--- config.mk ---
export PLATFORM = sky130hd
export DESIGN_NAME = fp_normalize_round
export DESIGN_NICKNAME = d
export VERILOG_FILES = /design/src/rtl/fp_pkg.sv /design/src/rtl/fp_round_rne.sv /design/src/rtl/fp_normalize_round.sv
export SDC_FILE = /design/constraint.sdc
export NUM_CORES = 1
export LEC_CHECK = 0
export CAP_MARGIN = 20
export CORE_ASPECT_RATIO = 2
export CORE_MARGIN = 3
export CORE_UTILIZATION = 58
export CTS_CLUSTER_DIAMETER = 150
export DETAILED_ROUTE_END_ITERATION = 10
export GPL_ROUTABILITY_DRIVEN = 0
export PLACE_DENSITY_LB_ADDON = 0.2
export SYNTH_ARGS = -nofsm -noshare
export SYNTH_HDL_FRONTEND = slang
export SYNTH_SLANG_ARGS = --single-unit
--- constraint.sdc ---
create_clock -name clk -period 3.7 [get_ports clk]
set_input_delay 0.74 -clock clk [delete_from_list [all_inputs] [get_ports clk]]
set_output_delay 0.74 -clock clk [all_outputs]
set_load 0.03 [all_outputs]
--- src/rtl/fp_pkg.sv ---
// Shared widths, GRS bit positions, FSM states and result structs
// for the single-precision normalize/round stage.
package fp_pkg;

    localparam int EXP_W  = 8;
    localparam int FRAC_W = 23;
    localparam int MAN_W  = 27;
    localparam logic [EXP_W-1:0] EXP_MAX = 8'hFF;

    // Bit positions inside the 27-bit mantissa (1.23 + G/R/S)
    localparam int L_BIT = 3;
    localparam int G_BIT = 2;
    localparam int R_BIT = 1;
    localparam int S_BIT = 0;

    typedef enum logic [1:0] {
        ST_IDLE  = 2'd0,
        ST_NORM  = 2'd1,
        ST_ROUND = 2'd2,
        ST_DONE  = 2'd3
    } norm_state_t;

    typedef struct packed {
        logic              sign;
        logic [EXP_W-1:0]  exp;
        logic [FRAC_W-1:0] frac;
    } fp32_t;

    typedef struct packed {
        logic overflow;
        logic underflow;
        logic inexact;
    } fp_flags_t;

endpackage

--- src/rtl/fp_round_rne.sv ---
// Round-to-nearest-even on a normalized 27-bit mantissa and pack to binary32.
// Latency: combinational.
// Backpressure: none; the caller registers the outputs.
module fp_round_rne
    import fp_pkg::*;
(
    input  logic [MAN_W-1:0] man,
    input  logic [EXP_W:0]   exponent,
    input  logic             sign,
    output fp32_t            result,
    output fp_flags_t        flags
);

    logic              lsb, grd, rnd, stk, up;
    logic [FRAC_W+1:0] m_sum;
    logic [FRAC_W:0]   m_norm;
    logic [EXP_W:0]    exp_adj;
    logic [EXP_W-1:0]  field;
    logic              ovf, inx;

    assign lsb = man[L_BIT];
    assign grd = man[G_BIT];
    assign rnd = man[R_BIT];
    assign stk = man[S_BIT];
    assign up  = grd & (lsb | rnd | stk);

    assign m_sum = {1'b0, man[MAN_W-1:L_BIT]} + {{(FRAC_W+1){1'b0}}, up};

    always_comb begin
        m_norm  = m_sum[FRAC_W:0];
        exp_adj = exponent;
        // Rounding carried into a new integer bit: renormalize by one
        if (m_sum[FRAC_W+1]) begin
            m_norm  = m_sum[FRAC_W+1:1];
            exp_adj = exponent + (EXP_W+1)'(1);
        end

        inx   = grd | rnd | stk;
        ovf   = (exp_adj >= {1'b0, EXP_MAX});
        field = m_norm[FRAC_W] ? exp_adj[EXP_W-1:0] : '0;

        result.sign = sign;
        result.exp  = field;
        result.frac = m_norm[FRAC_W-1:0];
        if (ovf) begin
            result.exp  = EXP_MAX;
            result.frac = '0;
        end

        flags.overflow  = ovf;
        flags.inexact   = inx | ovf;
        flags.underflow = (result.exp == '0) & inx;
    end

endmodule

--- src/rtl/fp_normalize_round.sv ---
// Post-ALU normalize (one bit per cycle), round-to-nearest-even and binary32 pack.
// Latency: out_valid at accept edge + n + 2, n = left shifts (0..26).
// Backpressure: single op in flight; DONE holds outputs until out_ready, in_ready only in IDLE.
module fp_normalize_round
    import fp_pkg::*;
(
    input  logic             clk,
    input  logic             rst,
    input  logic             in_valid,
    output logic             in_ready,
    input  logic [MAN_W-1:0] in_mantissa,
    input  logic             in_carry,
    input  logic [EXP_W-1:0] in_exponent,
    input  logic             in_sign,
    output logic             out_valid,
    input  logic             out_ready,
    output logic [31:0]      out_result,
    output logic             out_overflow,
    output logic             out_underflow,
    output logic             out_inexact
);

    norm_state_t      state_q, state_d;
    logic [MAN_W:0]   man_q;
    logic [EXP_W:0]   exp_q;
    logic             sign_q;
    fp32_t            res_q;
    fp_flags_t        flags_q;

    fp32_t            rnd_result;
    fp_flags_t        rnd_flags;

    logic             norm_carry;
    logic             norm_stop;

    assign norm_carry = man_q[MAN_W];
    assign norm_stop  = norm_carry
                      | (man_q == '0)
                      | man_q[MAN_W-1]
                      | (exp_q == (EXP_W+1)'(1));

    fp_round_rne u_round (
        .man      (man_q[MAN_W-1:0]),
        .exponent (exp_q),
        .sign     (sign_q),
        .result   (rnd_result),
        .flags    (rnd_flags)
    );

    always_ff @(posedge clk) begin
        if (rst) begin
            state_q <= ST_IDLE;
        end else begin
            state_q <= state_d;
        end
    end

    always_comb begin
        state_d = state_q;
        case (state_q)
            ST_IDLE:  if (in_valid)  state_d = ST_NORM;
            ST_NORM:  if (norm_stop) state_d = ST_ROUND;
            ST_ROUND: state_d = ST_DONE;
            ST_DONE:  if (out_ready) state_d = ST_IDLE;
            default:  state_d = ST_IDLE;
        endcase
    end

    always_comb begin
        in_ready  = (state_q == ST_IDLE);
        out_valid = (state_q == ST_DONE);
    end

    always_ff @(posedge clk) begin
        if (rst) begin
            man_q   <= '0;
            exp_q   <= '0;
            sign_q  <= 1'b0;
            res_q   <= '0;
            flags_q <= '0;
        end else begin
            case (state_q)
                ST_IDLE: begin
                    if (in_valid) begin
                        man_q  <= {in_carry, in_mantissa};
                        // Exponent 0 behaves as 1 so subnormals never shift
                        exp_q  <= (in_exponent == '0) ? (EXP_W+1)'(1)
                                                      : {1'b0, in_exponent};
                        sign_q <= in_sign;
                    end
                end
                ST_NORM: begin
                    if (norm_carry) begin
                        // Right shift folds the two dropped bits into sticky
                        man_q <= {1'b0, man_q[MAN_W:2], man_q[1] | man_q[0]};
                        exp_q <= exp_q + (EXP_W+1)'(1);
                    end else if (!norm_stop) begin
                        man_q <= {man_q[MAN_W-1:0], 1'b0};
                        exp_q <= exp_q - (EXP_W+1)'(1);
                    end
                end
                ST_ROUND: begin
                    res_q   <= rnd_result;
                    flags_q <= rnd_flags;
                end
                default: ;
            endcase
        end
    end

    assign out_result    = res_q;
    assign out_overflow  = flags_q.overflow;
    assign out_underflow = flags_q.underflow;
    assign out_inexact   = flags_q.inexact;

endmodule

==> reports/metrics.yaml, run 1 <==
htreeDepth: 3
track_usage_pct: 30.3
cts-buffers-inserted: 9
die_w_um: 69.7
power_density_nw_per_um2: 918
detail-route-antenna-nets: 0
num_vias: 4827
hold_violations: 0
synth.area.mux_share_pct: 1.09
synth_warnings: 0
cts.hold.buffers_added: 0
worstSetupStartpointType: "flip-flop"
hp-class: "reg2reg"
syn_inst: 589
netlist.area_leader.share_pct: 31.9
critPathKind: "reg2reg"
clock_skew_ns: 0.00457
synth_top_family_by_area: "compound AO/OA/AOI/OAI gates"
maxSlewHeadroom_pct: 30.0
setup_viol: 0
status: "complete, no violations"
overflow: 0
clk_latency_ns: 0.34
ys.flop_type: "dfxtp_1"
endpoint_kind: "flip-flop"
yosysSeqAreaShare_pct: 31.9
max_slew.worst_pin.slew_ns: 1.05
grt_antenna_before_repair: 0
post-place-ws_ns: 0.829
synth-simple-area-share_pct: 24.4
core_um2: 7770
hp-start: "out_result[13]"
cap_violations: 0
r2r-start: "exp_q[2]"
async_flop_share_pct: 0
grt_use_met2_pct: 54.2
syn_nets: 638
hold_slack_ns: 0.456
drt-total-wl_um: 14400
antenna_cells: 0
num-fill-cells: 611
cts_tree: "done"
cp_max_fo: 26
grt_max_degree: 57
cp.required_ns: 3.96
post_cts_buffers: 0
syn_area_per_cell_um2: 7.99
slew_violations: 0
synth_compound_area_share_pct: 27.3
synth_seq_cells: 75
post-route-min-period_ns: 2.90
grt_pass1_vias: 4572
grt_pass1_wl_um: 22900
root_buffer: "clkbuf_16"
synthTopCellsByArea: "dfxtp_1 (32%), a21oi_1 (6.6%), a221o_1 (5.3%)"
synth-edff-count: 0
max_freq_mhz: 345
wl_per_cell_um: 20.0
vias_per_cell: 6.71
netlist_top_cells_count: "dfxtp_1 (75), nand2_1 (64), a21oi_1 (62), nor2_1 (41), o211ai_1 (31)"
row_count: 45
initial_utilization_pct: 60.6
netlist-cell-type-count: 66
period_share_pct: 78.3
die_height_um: 133
grt_use_met1_pct: 32.8
yosysMostFrequentCell: "dfxtp_1"
dr.first_iter.drc_count: 568
numPortBuffers: 77
synthAdderAreaFrac_pct: 2.13
rsz0062_at_grt: "false"
drt-pass1-iter-count: 8
worstPathArrival_ns: 3.16
syn_to_final_growth_pct: 21.5
dieArea_um2: 9300
leakagePower_nw: 2.00
hpwl_um: 9660
syn_area_um2: 4710
layout_setup_ws_ns: 0.801
pin_count: 78
cts.repair.resized: 0
synth-xor-area-share_pct: 5.02
cts.sink_count: 75
grt_most_used_layer: "met2"
yosysTopAreaCell: "dfxtp_1"
critical_path.startpoint: "exp_q[2]"
max-clock-path-buffers: 2
drc_errors: 0
nets: 669
layout-drive-gt1-share_pct: 7.84
grt_util_met3_pct: 4.68
peakVddDrop_uv: 583
fin_tns_setup_ns: 0
path_clk_slew_ns: 0.06
per-layer routing:
metal / share of wire, % / up-vias
met5: 0 / -
met4: 5.4 / 0
met3: 5.8 / 67
met2: 52 / 277
met1: 36 / 2271
li1: - / 2212
sequential cells by signal, indices dropped and copies added, names as in the netlist:
name	cells
state_q	2
out_overflow	1
out_result	32
exp_q	9
out_inexact	1
sign_q	1
out_underflow	1
man_q	28
area by class of cell:
| type | count | area [µm²] | area share [%] |
|---|---|---|---|
| Clock inverter | 4 | 120 | 2.10 |
| Tap cell | 94 | 118 | 2.06 |
| Clock buffer | 12 | 256 | 4.48 |
| Inverter | 12 | 45.0 | 0.787 |
| Timing Repair Buffer | 86 | 853 | 14.9 |
| Sequential cell | 75 | 1500 | 26.2 |
| Multi-Input combinational cell | 436 | 2830 | 49.4 |
power breakdown:
part           switching (W)  internal, W
combinational        0.00146      0.00102
sequential          0.000595      0.00107
clock               0.000344     0.000764
final timing paths:
path | cells past startpoint | slack (ns) | to
max | 7 | 0.80 | man_q[8]
min | 2 | 0.46 | out_result[13]
max reg2reg | 7 | 0.80 | man_q[8]
min reg2reg | 2 | 0.46 | out_result[13]
worst max-delay path, cell delays in order, from the launching register on:
cell and delay [ns]:
dfxtp_1 0.48, nor4_4 0.55, a41oi_4 0.17, o21a_1 0.20, o21bai_2 0.85, buf_4 0.34, nand2_1 0.08, a21oi_1 0.14
cell families after synthesis:
kind of cell,count (synthesis)
flops,75
fa+ha+maj,8
mux,5
buf+inv,78
xor+xnor,27
simple gates,214
compound gates,182
layout by cell type (no fill, tap or decap), types with 4 or more instances in the layout:
| master | n |
|---|---|
| clkdlybuf4s50_1 | 76 |
| dfxtp_1 | 75 |
| nand2_1 | 64 |
| a21oi_1 | 62 |
| nor2_1 | 41 |
| o211ai_1 | 31 |
| o21ai_0 | 29 |
| a221o_1 | 25 |
| nor3_1 | 23 |
| nand3_1 | 18 |
| xnor2_1 | 17 |
| inv_1 | 12 |
| nand4_1 | 11 |
| nand2b_1 | 11 |
| xor2_1 | 10 |
| clkbuf_16 | 9 |
| ha_1 | 8 |
| buf_4 | 8 |
| nor4_1 | 7 |
| and3_1 | 7 |
| or3_1 | 4 |
| mux2i_1 | 4 |
| bufinv_16 | 4 |
per-stage QoR:
stage	std cells	utilization (%)	cell area, µm²	power, W
floorplan	589	-	4710	0.00344
global placement	701	68.3	5310	0.00393
detailed placement	701	68.3	5310	0.00401
CTS	717	73.2	5690	0.00514
global route	719	73.6	5720	0.00553
finish	719	73.6	5720	0.00525
Note: power is estimated with default switching activity, not from simulation.
==> run 2: changes to the inputs <==
--- a/config.mk
+++ b/config.mk
@@ -8,7 +8,7 @@
 export CAP_MARGIN = 20
 export CORE_ASPECT_RATIO = 2
 export CORE_MARGIN = 3
-export CORE_UTILIZATION = 58
+export CORE_UTILIZATION = 54
 export CTS_CLUSTER_DIAMETER = 150
 export DETAILED_ROUTE_END_ITERATION = 10
 export GPL_ROUTABILITY_DRIVEN = 0
==> constraint.sdc (replaced) <==
create_clock -name clk -period 2.95 [get_ports clk]
set_input_delay 0.59 -clock clk [delete_from_list [all_inputs] [get_ports clk]]
set_output_delay 0.59 -clock clk [all_outputs]
set_load 0.03 [all_outputs]
==> run 2 against run 1 <==
Net effect: global-route usage fell by 0.17 points; total power rose by 25%; clock skew rose by 0.0021 ns.
==> reports/metrics.yaml, run 2 (synthesis gave the netlist of run 1 again) <==
grt_antenna_before_repair: 0  # unchanged
layout_setup_ws_ns: 0.132  # -0.669 ns
cts.hold.buffers_added: 0  # unchanged
antenna_cells: 0  # unchanged
htreeDepth: 3  # unchanged
root_buffer: "clkbuf_16"
die_w_um: 72.0  # +3.3%
max_freq_mhz: 355  # +2.9%
worstSetupStartpointType: "flip-flop"
syn_to_final_growth_pct: 22.1
power_density_nw_per_um2: 1140  # +24%
path_clk_slew_ns: 0.06  # about the same
drc_errors: 0  # unchanged
drt-pass1-iter-count: 8  # unchanged
post-place-ws_ns: 0.374  # -0.455 ns
status: "complete, no violations"
cts_tree: "done"
nets: 681  # +1.8%
path_buf_inv: 0  # -1
worstPathCellList: "nand2_1, o311ai_0, a21oi_2, a31oi_4, nor2_2, a32o_1"
ff_latch_area_um2: 1500  # unchanged
wl_per_cell_um: 20.2  # +1.1%
critPathTopFamily: "compound AO/OA/AOI/OAI gates"
leakagePower_nw: 2.04  # +1.7%
cp.required_ns: 3.18  # -0.78 ns
post-route-min-period_ns: 2.82  # -0.0811 ns
endpoint_kind: "flip-flop"
dieArea_um2: 9940  # +6.9%
die_height_um: 138  # +3.5%
power.switching_w: 0.00305  # +27%
cp_slowest_cell: "o311ai_0"
clkPwrFrac_pct: 18.6  # -2.5 points
pin_count: 78  # unchanged
post_cts_buffers: 0  # unchanged
detail-route-antenna-nets: 0  # unchanged
multi_input_area_um2: 2830  # unchanged
initial_utilization_pct: 56.0  # -4.6 points
peakVddDrop_uv: 641  # +9.9%
hp-class: "reg2reg"
max-clock-path-buffers: 2  # unchanged
largest_register_ffs: 32  # unchanged
core_um2: 8410  # +8.2%
maxSlewHeadroom_pct: 40.0  # +10 points
cp_slowest_stage_delay_ns: 0.83  # -0.02 ns
overflow: 0  # unchanged
grt_max_degree: 47  # -18%
cts-buffers-inserted: 9  # unchanged
hold_violations: 0  # unchanged
numPortBuffers: 77  # unchanged
worstPathArrival_ns: 3.05  # -0.11 ns
max_slew.worst_pin.slew_ns: 0.889  # -0.160 ns
dr.first_iter.drc_count: 434  # -24%
cts.repair.resized: 0  # unchanged
critPathKind: "reg2reg"
clock_skew_ns: 0.00664  # +0.00206 ns
vias_per_cell: 6.71  # -0.11%
setup_viol: 0  # unchanged
total_power_w: 0.00654  # +25%
clk_latency_ns: 0.34  # about the same
slew_violations: 0  # unchanged
hpwl_um: 10600  # +9.4%
num_vias: 4929  # +2.1%
cts.sink_count: 75  # unchanged
grt_pass1_wl_um: 23800  # +4.0%
period_share_pct: 95.5  # +17 points
drt-total-wl_um: 14800  # +3.4%
row_count: 47  # +4.4%
final_cell_mix: "clkdlybuf4s50_1 (76), dfxtp_1 (75), nand2_1 (64)"
pwr-share-seq_pct: 30.2  # -1.5 points
swShare_pct: 46.7  # +1.0 points
internal-power_w: 0.00349  # +22%
combPwrFrac_pct: 51.2  # +4.0 points
cap_violations: 0  # unchanged
fin_tns_setup_ns: 0  # unchanged
layout-drive-gt1-share_pct: 9.73  # +1.9 points
rsz0062_at_grt: "false"
cp_max_fo: 14  # -46%
grt_pass1_vias: 4864  # +6.4%
mostFrequentLayoutCell: "clkdlybuf4s50_1"
track_usage_pct: 30.2  # -0.17 points
num-fill-cells: 710  # +16%
run 2: cell count changes in the layout (fill, tap and decap cells not counted), sizes merged:
| cell | before | now |
|---|---|---|
| buf | 10 | 22 |
| bufinv | 4 | 2 |
| clkbuf | 12 | 11 |
| clkinv | 0 | 3 |
run 2: power by group through the flow:
stage	clock network [W]	registers, W	logic, W
2_1_floorplan	0	0.00166	0.00265
6_report	0.00122	0.00198	0.00335
3_5_place_dp	0	0.00197	0.00327
4_1_cts	0.00122	0.00195	0.00329
3_3_place_gp	0	0.00194	0.00318
5_1_grt	0.00127	0.00203	0.00362
run 2: metrics by stage:
| step | hold slack (ns) | cells | cell area [µm²] | utilization [%] |
|---|---|---|---|---|
| detailed placement | 0.448 | 719 | 5420 | 64.5 |
| global route | 0.487 | 735 | 5750 | 68.4 |
| floorplan | 0.436 | 589 | 4710 | - |
| global placement | 0.442 | 719 | 5420 | 64.5 |
| CTS | 0.455 | 735 | 5750 | 68.4 |
| finish | 0.455 | 735 | 5750 | 68.4 |
run 2: worst paths after layout:
path / depth (start not counted) / slack, ns / endpoint / start
max: 6 / 0.13 / out_result[8] / exp_q[4]
min: 2 / 0.46 / sign_q / sign_q
max reg2reg: 6 / 0.13 / out_result[8] / exp_q[4]
min reg2reg: 2 / 0.46 / sign_q / sign_q
run 2: worst min-delay path: stages (launching register included):
cell     delay [ns]
dfxtp_1        0.31
nand2_1        0.05
a21oi_1        0.05
run 2: per-layer routing:
metal	share of wire (%)	global-route usage (%)	vias to the layer above
met1	35	32.6	2293
met4	8.3	23.9	0
met3	6.1	5.01	99
met2	51	50.1	303
met5	0	0	-
li1	-	-	2234
run 2: cell type report:
class / count / share of cell area [%]
sequential: 75 / 26.1
inverter: 12 / 0.784
clock buffer: 11 / 4.40
clock inverter: 5 / 1.31
timing repair buffer: 98 / 16.1
multi-input combinational: 436 / 49.2
tap: 98 / 2.13
